===== config.mk =====
export PLATFORM = sky130hd
export DESIGN_NAME = csr_file_flat
export DESIGN_NICKNAME = d
export VERILOG_FILES = /design/src/rtl/csr_pkg.sv /design/src/rtl/csr_file_if.sv /design/src/rtl/csr_file_counter64.sv /design/src/rtl/csr_file.sv /design/src/flat_wrapper.sv
export SDC_FILE = /design/constraint.sdc
export NUM_CORES = 1
export LEC_CHECK = 0
export BUFFER_PORTS_ARGS = -buffer_cell sky130_fd_sc_hd__clkbuf_2
export CAP_MARGIN = 20
export CORE_MARGIN = 10
export CORE_UTILIZATION = 28
export CTS_CLUSTER_DIAMETER = 200
export DETAILED_ROUTE_END_ITERATION = 10
export GPL_TIMING_DRIVEN = 0
export PLACE_DENSITY = 0.51
export SETUP_SLACK_MARGIN = 0.3
export SLEW_MARGIN = 20
export SYNTH_ARGS = -nofsm -noshare
export SYNTH_HDL_FRONTEND = slang
export SYNTH_SLANG_ARGS = --single-unit

===== constraint.sdc =====
create_clock -name clk -period 4.2 [get_ports clk]
set_input_delay 0.42 -clock clk [delete_from_list [all_inputs] [get_ports clk]]
set_output_delay 0.42 -clock clk [all_outputs]
set_load 0.03 [all_outputs]

===== src/rtl/csr_pkg.sv =====
// csr_pkg: CSR addresses, mstatus field positions and shared types for the machine-mode CSR file.
package csr_pkg;

    localparam logic [11:0] CSR_MSTATUS   = 12'h300;
    localparam logic [11:0] CSR_MISA      = 12'h301;
    localparam logic [11:0] CSR_MTVEC     = 12'h305;
    localparam logic [11:0] CSR_MSCRATCH  = 12'h340;
    localparam logic [11:0] CSR_MEPC      = 12'h341;
    localparam logic [11:0] CSR_MCAUSE    = 12'h342;
    localparam logic [11:0] CSR_MCYCLE    = 12'hB00;
    localparam logic [11:0] CSR_MINSTRET  = 12'hB02;
    localparam logic [11:0] CSR_MCYCLEH   = 12'hB80;
    localparam logic [11:0] CSR_MINSTRETH = 12'hB82;
    localparam logic [11:0] CSR_CYCLE     = 12'hC00;
    localparam logic [11:0] CSR_INSTRET   = 12'hC02;
    localparam logic [11:0] CSR_CYCLEH    = 12'hC80;
    localparam logic [11:0] CSR_INSTRETH  = 12'hC82;
    localparam logic [11:0] CSR_MHARTID   = 12'hF14;

    localparam int MIE_BIT  = 3;
    localparam int MPIE_BIT = 7;
    localparam int MPP_LO   = 11;
    localparam int MPP_HI   = 12;

    localparam logic [31:0] MISA_VAL = 32'h4000_0100;

    typedef logic [63:0] counter_t;

    // Only MIE/MPIE are stored; MPP is hardwired to machine mode.
    function automatic logic [31:0] mstatus_pack(input logic mie, input logic mpie);
        logic [31:0] v;
        v = '0;
        v[MIE_BIT] = mie;
        v[MPIE_BIT] = mpie;
        v[MPP_HI:MPP_LO] = 2'b11;
        return v;
    endfunction

endpackage


===== src/rtl/csr_file_if.sv =====
// csr_file_if: core-side CSR access port (strobe, write qualifier, address, data, illegal flag).
interface csr_file_if;
    logic        csr;
    logic        csr_wr_en;
    logic [11:0] csr_rd_addr;
    logic [31:0] csr_wr_data;
    logic [31:0] csr_rd_data;
    logic        csr_illegal;

    modport master (
        output csr, csr_wr_en, csr_rd_addr, csr_wr_data,
        input  csr_rd_data, csr_illegal
    );

    modport slave (
        input  csr, csr_wr_en, csr_rd_addr, csr_wr_data,
        output csr_rd_data, csr_illegal
    );
endinterface


===== src/rtl/csr_file_counter64.sv =====
// csr_counter64: 64-bit counter with increment enable and independent low/high half loads.
module csr_counter64
    import csr_pkg::*;
(
    input  logic        clk,
    input  logic        reset,
    input  logic        inc,
    input  logic        ld_lo,
    input  logic        ld_hi,
    input  logic [31:0] ld_val,
    output counter_t    cnt
);

    counter_t    cnt_q, cnt_d;
    logic [32:0] lo_sum;

    // A load of either half suppresses the carry into the high half for that cycle.
    always_comb begin
        lo_sum = {1'b0, cnt_q[31:0]} + {32'b0, inc};
        cnt_d[31:0] = ld_lo ? ld_val : lo_sum[31:0];
        cnt_d[63:32] = ld_hi ? ld_val : ld_lo ? cnt_q[63:32] : cnt_q[63:32] + {31'b0, lo_sum[32]};
    end

    always_ff @(posedge clk or negedge reset)
        if (!reset) cnt_q <= '0;
        else cnt_q <= cnt_d;

    assign cnt = cnt_q;

endmodule


===== src/rtl/csr_file.sv =====
// csr_file: machine-mode CSR file with combinational reads, next-edge writes,
// 64-bit cycle/instret counters and trap/mret bookkeeping.
module csr_file
    import csr_pkg::*;
#(
    parameter logic [31:0] RESET_VEC = 32'h0000_0000,
    parameter logic [31:0] HART_ID   = 32'h0
) (
    input  logic             clk,
    input  logic             reset,
    csr_file_if.slave        bus,
    input  logic             instret,
    input  logic             trap_valid,
    input  logic [31:0]      trap_cause,
    input  logic [31:0]      trap_pc,
    input  logic             mret,
    output logic [31:0]      mtvec,
    output logic [31:0]      mepc,
    output logic [31:0]      mstatus
);

    logic        mie_q, mie_d, mpie_q, mpie_d;
    logic [31:0] mtvec_q, mtvec_d, mepc_q, mepc_d;
    logic [31:0] mscratch_q, mscratch_d, mcause_q, mcause_d;
    counter_t    cycle_cnt, instret_cnt;
    logic [31:0] rd_data;
    logic        impl, illegal, we, sys_we;
    logic [11:0] addr;
    logic [31:0] wd;

    assign addr = bus.csr_rd_addr;
    assign wd = bus.csr_wr_data;

    always_comb begin
        rd_data = '0;
        impl = 1'b1;
        case (addr)
            CSR_MSTATUS:                 rd_data = mstatus_pack(mie_q, mpie_q);
            CSR_MISA:                    rd_data = MISA_VAL;
            CSR_MTVEC:                   rd_data = mtvec_q;
            CSR_MSCRATCH:                rd_data = mscratch_q;
            CSR_MEPC:                    rd_data = mepc_q;
            CSR_MCAUSE:                  rd_data = mcause_q;
            CSR_MCYCLE, CSR_CYCLE:       rd_data = cycle_cnt[31:0];
            CSR_MCYCLEH, CSR_CYCLEH:     rd_data = cycle_cnt[63:32];
            CSR_MINSTRET, CSR_INSTRET:   rd_data = instret_cnt[31:0];
            CSR_MINSTRETH, CSR_INSTRETH: rd_data = instret_cnt[63:32];
            CSR_MHARTID:                 rd_data = HART_ID;
            default:                     impl = 1'b0;
        endcase
    end

    assign illegal = bus.csr && (!impl || (bus.csr_wr_en && addr[11:10] == 2'b11));
    assign we = bus.csr && bus.csr_wr_en && !illegal;
    // Trap and mret own mstatus/mepc/mcause; a concurrent software write to them is dropped.
    assign sys_we = we && !trap_valid && !mret;

    always_comb begin
        mtvec_d = (we && addr == CSR_MTVEC) ? {wd[31:2], 2'b00} : mtvec_q;
        mscratch_d = (we && addr == CSR_MSCRATCH) ? wd : mscratch_q;
        mepc_d = trap_valid ? {trap_pc[31:2], 2'b00} :
                 (sys_we && addr == CSR_MEPC) ? {wd[31:2], 2'b00} : mepc_q;
        mcause_d = trap_valid ? trap_cause : (sys_we && addr == CSR_MCAUSE) ? wd : mcause_q;
        mie_d = trap_valid ? 1'b0 : mret ? mpie_q : (sys_we && addr == CSR_MSTATUS) ? wd[MIE_BIT] : mie_q;
        mpie_d = trap_valid ? mie_q : mret ? 1'b1 : (sys_we && addr == CSR_MSTATUS) ? wd[MPIE_BIT] : mpie_q;
    end

    always_ff @(posedge clk or negedge reset) begin
        if (!reset) begin
            mie_q <= 1'b0;
            mpie_q <= 1'b0;
            mtvec_q <= {RESET_VEC[31:2], 2'b00};
            mepc_q <= '0;
            mscratch_q <= '0;
            mcause_q <= '0;
        end else begin
            mie_q <= mie_d;
            mpie_q <= mpie_d;
            mtvec_q <= mtvec_d;
            mepc_q <= mepc_d;
            mscratch_q <= mscratch_d;
            mcause_q <= mcause_d;
        end
    end

    csr_counter64 u_cycle (
        .clk    (clk),
        .reset  (reset),
        .inc    (1'b1),
        .ld_lo  (we && addr == CSR_MCYCLE),
        .ld_hi  (we && addr == CSR_MCYCLEH),
        .ld_val (wd),
        .cnt    (cycle_cnt)
    );

    csr_counter64 u_instret (
        .clk    (clk),
        .reset  (reset),
        .inc    (instret),
        .ld_lo  (we && addr == CSR_MINSTRET),
        .ld_hi  (we && addr == CSR_MINSTRETH),
        .ld_val (wd),
        .cnt    (instret_cnt)
    );

    assign bus.csr_rd_data = rd_data;
    assign bus.csr_illegal = illegal;
    assign mtvec = mtvec_q;
    assign mepc = mepc_q;
    assign mstatus = mstatus_pack(mie_q, mpie_q);

endmodule


===== src/flat_wrapper.sv =====
// flat-port wrapper written by rule: the top's interface ports become plain ports
module csr_file_flat import csr_pkg::*;
#(
    parameter logic [31:0] RESET_VEC = 32'h0000_0000,
    parameter logic [31:0] HART_ID   = 32'h0
)
  (clk, reset, instret, trap_valid, trap_cause, trap_pc, mret, mtvec, mepc, mstatus, bus_csr, bus_csr_wr_en, bus_csr_rd_addr, bus_csr_wr_data, bus_csr_rd_data, bus_csr_illegal);
  csr_file_if bus_i ();
  input  logic clk;
  input  logic reset;
  input  logic instret;
  input  logic trap_valid;
  input  logic [31:0] trap_cause;
  input  logic [31:0] trap_pc;
  input  logic mret;
  output logic [31:0] mtvec;
  output logic [31:0] mepc;
  output logic [31:0] mstatus;
  input wire logic [$bits(bus_i.csr)-1:0] bus_csr;
  input wire logic [$bits(bus_i.csr_wr_en)-1:0] bus_csr_wr_en;
  input wire logic [$bits(bus_i.csr_rd_addr)-1:0] bus_csr_rd_addr;
  input wire logic [$bits(bus_i.csr_wr_data)-1:0] bus_csr_wr_data;
  output wire logic [$bits(bus_i.csr_rd_data)-1:0] bus_csr_rd_data;
  output wire logic [$bits(bus_i.csr_illegal)-1:0] bus_csr_illegal;
  assign bus_i.csr = bus_csr;
  assign bus_i.csr_wr_en = bus_csr_wr_en;
  assign bus_i.csr_rd_addr = bus_csr_rd_addr;
  assign bus_i.csr_wr_data = bus_csr_wr_data;
  assign bus_csr_rd_data = bus_i.csr_rd_data;
  assign bus_csr_illegal = bus_i.csr_illegal;
  csr_file #(.RESET_VEC(RESET_VEC), .HART_ID(HART_ID)) u_core (.clk(clk), .reset(reset), .bus(bus_i), .instret(instret), .trap_valid(trap_valid), .trap_cause(trap_cause), .trap_pc(trap_pc), .mret(mret), .mtvec(mtvec), .mepc(mepc), .mstatus(mstatus));
endmodule

==> Word level (Yosys, flattened, before mapping) <==
Index checks and enable logic that the tools add are counted.
Widths: inputs -> output; s select.
{ "classes": {"n_eq_ne": 18, "n_lt_le_gt_ge": 0, "n_mul": 0, "n_addsub": 4, "n_mux": 18, "n_shift": 0, "n_div": 0, "reduce_logical": 28, "bitwise": 0} }
{ "ops": {"columns": ["op", "n"], "rows": [
  ["$mux 32", 10],
  ["$pmux 32 s10", 1],
  ["$eq 12x12->1 const B", 9],
  ["$eq 12x10->1 const B", 6],
  ["$add 32x1->32", 2],
  ["$add 32x1->33", 1],
  ["$add 32x1->33 const B", 1],
  ["$logic_and 1x1->1", 15],
  ["$reduce_or 15->1", 1],
  ["$reduce_or 2->1", 4],
  ["$mux 1", 7],
  ["$logic_not 1->1", 4],
  ["$ne 2x1->1 const B", 2],
  ["$reduce_bool 2->1", 2],
  ["$reduce_bool 3->1", 1],
  ["$eq 2x2->1 const B", 1],
  ["$logic_or 1x1->1", 1]
]} }
{ "word_totals": {"out_inout_bits": 129, "rom_bits": 0, "wordCells": 78, "latch_bits": 0, "n_memories": 0, "register_bits": 256, "ram_bits": 0, "inputBits": 115} }

==> Depth between registers and ports, before layout <==
{ "logic_depth": {"depth_word": 14, "mapped_depth": 14} }

==> Modules after synthesis <==
A second synthesis with hierarchy kept.
{ "hier_totals": {"hier_cells": 1564, "area_unflattened_um2": 15467.3} }
{ "modules_own_cells": {"columns": ["mod", "cells_per_inst", "seq_area_each_um2", "n_inst", "area_per_inst_um2"], "rows": [
  ["csr_file", 697, 3153.0, 1, 7891.3],
  ["csr_counter64 at u_core.u_instret", 438, 1601.5, 1, 3799.9],
  ["csr_counter64 at u_core.u_cycle", 429, 1601.5, 1, 3776.1]
]} }

==> Least setup slack after synthesis <==
Ideal clock, no wire load.
{ "synth_timing": {"path_kind": "register -> register", "startpoint": "register u_core.u_instret.cnt_q[13], in the netlist u_core.u_instret.cnt[13]", "endpoint": "register u_core.u_instret.cnt_q[62], in the netlist u_core.u_instret.cnt[62]", "stages_incl_launch_ff": 15, "arrival_time_ps": 3248, "setup_slack_ps": 883, "period_less_slack_ps": 3317, "required_time_ps": 4131, "path_cell_list": "dfrtp_1 -> clkbuf_1 -> nand4_1 -> or4_1 -> buf_2 -> nor2_1 -> and3_1 -> ha_1 -> ha_1 -> and3_1 -> and4_1 -> clkbuf_1 -> nand2_1 -> or4b_1 -> nand3_1"} }
{ "synth_between": {"elab_chain_cells": 4} }
{ "synth_lines": {"columns": ["item", "line", "rtl"], "rows": [
  ["start, declared", "csr_file_counter64.sv:14", "counter_t cnt_q, cnt_d;"],
  ["start signal, assigned", "csr_file_counter64.sv:26", "else cnt_q <= cnt_d;"],
  ["$add 32x1->33", "csr_file_counter64.sv:19", "lo_sum = {1'b0, cnt_q[31:0]} + {32'b0, inc};"],
  ["$add 32x1->32", "csr_file_counter64.sv:21", "cnt_d[63:32] = ld_hi ? ld_val : ld_lo ? cnt_q[63:32] : cnt_q[63:32] + {31'b0, lo_sum[32]};"],
  ["$mux 32 (2 in a row)", "csr_file_counter64.sv:21", null]
]} }
No other way between the ends. The select of a mux whose other input is x is not followed.
A chain may end at the register's enable or synchronous reset.

==> Worst setup path in the final report <==
{ "layout_timing": {"startpoint": "input port bus_csr_rd_addr[10]", "endpoint": "output port bus_csr_rd_data[14]"} }
{ "layout_between": {"elab_chain_cells": 3} }
{ "layout_lines": {"columns": ["item", "line", "rtl"], "rows": [
  ["start, declared", "flat_wrapper.sv:21", "input wire logic [$bits(bus_i.csr_rd_addr)-1:0] bus_csr_rd_addr;"],
  ["$eq 12x12->1", "csr_file.sv:37", "case (addr)"],
  ["$reduce_or 2->1", null, null],
  ["$pmux 32 s10 (*)", "csr_file.sv:37", null],
  ["end, declared", "flat_wrapper.sv:23", "output wire logic [$bits(bus_i.csr_rd_data)-1:0] bus_csr_rd_data;"]
]} }
Every way passes the cells marked *; elsewhere a longest branch is shown, timed or not.

==> summary.md <==
| Metric | Value |
|---|---|
| Status | `complete, no violations` |
| Crit path kind | `primary input to output port` |
| Max Clock Skew | `21.2 ps` |
| Cell taking the most area after synthesis | `dfrtp_1` |
| Chip width | `252 um` |
| Yosys reg bits | `254` |
| Maximum capacitance violations | `0` |
| Initial antenna violation count | `3` |
| Wire length on met1 | `29,400 um` |
| Site row count | `85` |
| Largest net degree at the start of global routing | `81` |
| Top post-synthesis cells by area | `dfrtp_1 42%, mux2i_1 6.1%, nand2_1 5.6%, mux2_2 5.4%, o21ai_0 3.8%` |
| Met2 wire len | `32,900 um` |
| Cell area after synthesis | `15,100 um^2` |
| FF-to-FF setup slack | `460 ps` |
| Required time of the critical path | `3780 ps` |
| # setup viols final | `0` |
| Most frequent cell after synthesis | `dfrtp_1` |
| Vias per inst | `5.57` |
| # nets final | `2,025` |
| Core footprint | `53,700 um^2` |
| Port bufs | `198` |
| Max Clk Rate | `266 MHz` |
| GPL Wtd Cong | `0.951` |
| Remaining antenna violation count | `0` |
| Total congestion overflow | `0` |
| Final Hold Violating Endpoints | `0` |
| Diode count | `0` |
| Die Area | `63,700 um^2` |
| Residual DRC count | `0` |
| Initial core utilization | `28.2%` |
| Top-area cell type share of the netlist area | `42.0%` |
| First-pass GRT wire length | `101,000 um` |
| DR pass1 iterations | `7` |
| Setup TNS Final | `0 ps` |
| Peak VDD IR | `0.000276 V` |
| Met3 WL | `4830 um` |
| Routed wire per std cell | `26.6 um` |
| Period minus WS final | `3770 ps` |
| Final slew viol count | `0` |
| DRT iter0 DRCs | `1,372` |
| Tightest Pin Transition | `1060 ps` |
| Clock buffer depth | `3` |
| Tcrit/Tclk final | `89.7%` |
| Unique masters post-synth | `85` |
| Nature of the critical path startpoint | `primary input` |
| Ratio of cells with drive above 1 in the final layout | `24.0%` |
| Vias | `14,585` |
| Critical path peak fanout | `10` |
| Number of global-route vias before repair | `14,535` |
| Fill cells | `5,601` |
| Relative slew slack | `29.2%` |
| Final wirelength | `69,600 um` |
| Cells after Synth | `1,625` |
| Chip Height | `252 um` |
| CTS H-tree lvls | `1` |
| Overall Power | `6050 uW` |
| IO Count | `244` |
| Leak | `0.00850 uW` |
| EDFF count, synth | `0` |
| RSZ-0062 raised after global routing | `no` |
| All-layer global routing usage | `21.2%` |
| Yosys Warn Count | `0` |
| Setup crit end kind | `output port` |
| TritonCTS buffer count | `30` |
| Hold crit path type | `primary input to flop` |
| CTS tree | `built` |
| Most used DFF post-synth | `dfrtp_1` |
| Top sig layer | `met5` |
| Area grow syn2layout | `21.6%` |
| Dpl hpwl | `53,600 um` |
| Clock sink count | `254` |
| Clock transition at path regs | `60 ps` |
| Clk root buf | `clkbuf_16` |
| Worst hold margin | `44.9 ps` |
| Skew-Pair Late Insertion Delay | `590 ps` |
| Async S/R FF share, synth | `100%` |
| Commonest cells in the netlist | `254 x dfrtp_1, 225 x nand2_1, 114 x o21ai_0` |
| PwrDens | `329 nW/um^2` |
| Crit path arrival time | `3350 ps` |
| Syn Area/Cell | `9.31 um^2` |
| Post-layout util | `34.3%` |
| Sequential area share after synthesis | `42.0%` |
[worst max-delay path, stage by stage]
cell and delay, ps:
clkbuf_2 140, nand4b_1 640, nand2_1 450, nand3_1 400, clkbuf_1 470, o221ai_1 500, clkbuf_2 300
[placed cells by master, fill, tap and decap left out, drive strengths merged, types with 20 or more instances in the layout]
master	count
xor2	25
conb	34
clkbuf	316
nand2	227
a22oi	26
nor3	32
nand3	69
nor2	63
o22ai	20
mux2	73
dfrtp	254
nand4	40
buf	97
o21ai	182
nor4	20
a222oi	31
xnor2	35
a21oi	71
mux2i	92
[area by class of cell]
type / instances / area (um^2) / area share (%)
inverters: 18 / 67.6 / 0.367
clock inverters: 7 / 98.8 / 0.537
clock buffers: 45 / 867 / 4.71
flip-flops and latches: 254 / 6360 / 34.5
plain buffers: 156 / 880 / 4.78
repair buffers: 214 / 1180 / 6.44
multi-input cells: 1229 / 8080 / 43.9
well taps: 696 / 871 / 4.73
[registers in the layout (all words and copies together) (netlist names)]
signal / count
u_core.mpie_q: 1
u_core.mie_q: 1
u_core.mcause_q: 32
u_core.u_instret.cnt: 64
u_core.mscratch_q: 32
u_core.mtvec: 30
u_core.mepc: 30
u_core.u_cycle.cnt: 64
[kinds of logic after synthesis]
| logic type | Yosys count | synth area share, % |
|---|---|---|
| and+or+nand+nor | 532 | 18.2 |
| other | 2 | 0.0496 |
| buffers and inverters | 174 | 6.09 |
| xor gates and xnor gates | 60 | 3.47 |
| muxes | 165 | 11.5 |
| AOI/OAI and AO/OA | 431 | 18.1 |
| adders and majority gates | 7 | 0.579 |
| DFF | 254 | 42.0 |
[report_power, final]
group | total, uW | internal, uW | leakage (uW) | switching, uW
logic | 706 | 229 | 0.00471 | 477
registers | 2700 | 2570 | 0.00332 | 137
clock network | 2640 | 1530 | 0.000470 | 1110
[metal layers]
metal  up-vias  global-route usage (%)
li1       6518                       -
met1      7336                    26.9
met2       615                    35.2
met3       110                    3.92
met4         6                    7.56
met5         -                       0
[through the flow]
step                cells  setup slack, ps  cell area (um^2)
floorplan            1657              883             15300
global placement     2551            -3100             17100
detailed placement   2557             -213             17300
CTS                  2616              305             18400
global route         2619              296             18400
finish               2619              434             18400
[what timing repair did]
action | CTS | global route
endpoints found under the setup margin | 45 | 20
pin swaps | 4 | 2
hold buffers | 1 | 0
buffers inserted | 6 | 2
gates resized for setup | 17 | 17
endpoints found under the hold margin | 44 | 0
[final timing paths]
kind,depth (start not counted),start,endpoint
worst max-delay path,7,bus_csr_rd_addr[10],bus_csr_rd_data[14]
worst min-delay path,3,trap_pc[9],u_core.mepc[9]
worst max register to register,14,u_core.u_cycle.cnt[0],u_core.u_cycle.cnt[62]
worst min register to register,1,u_core.u_instret.cnt[63],u_core.u_instret.cnt[63]
max in group asynchronous,5,reset,u_core.u_instret.cnt[49]
min in group asynchronous,2,reset,u_core.mscratch_q[25]
Power figures use the tool's default switching activity.
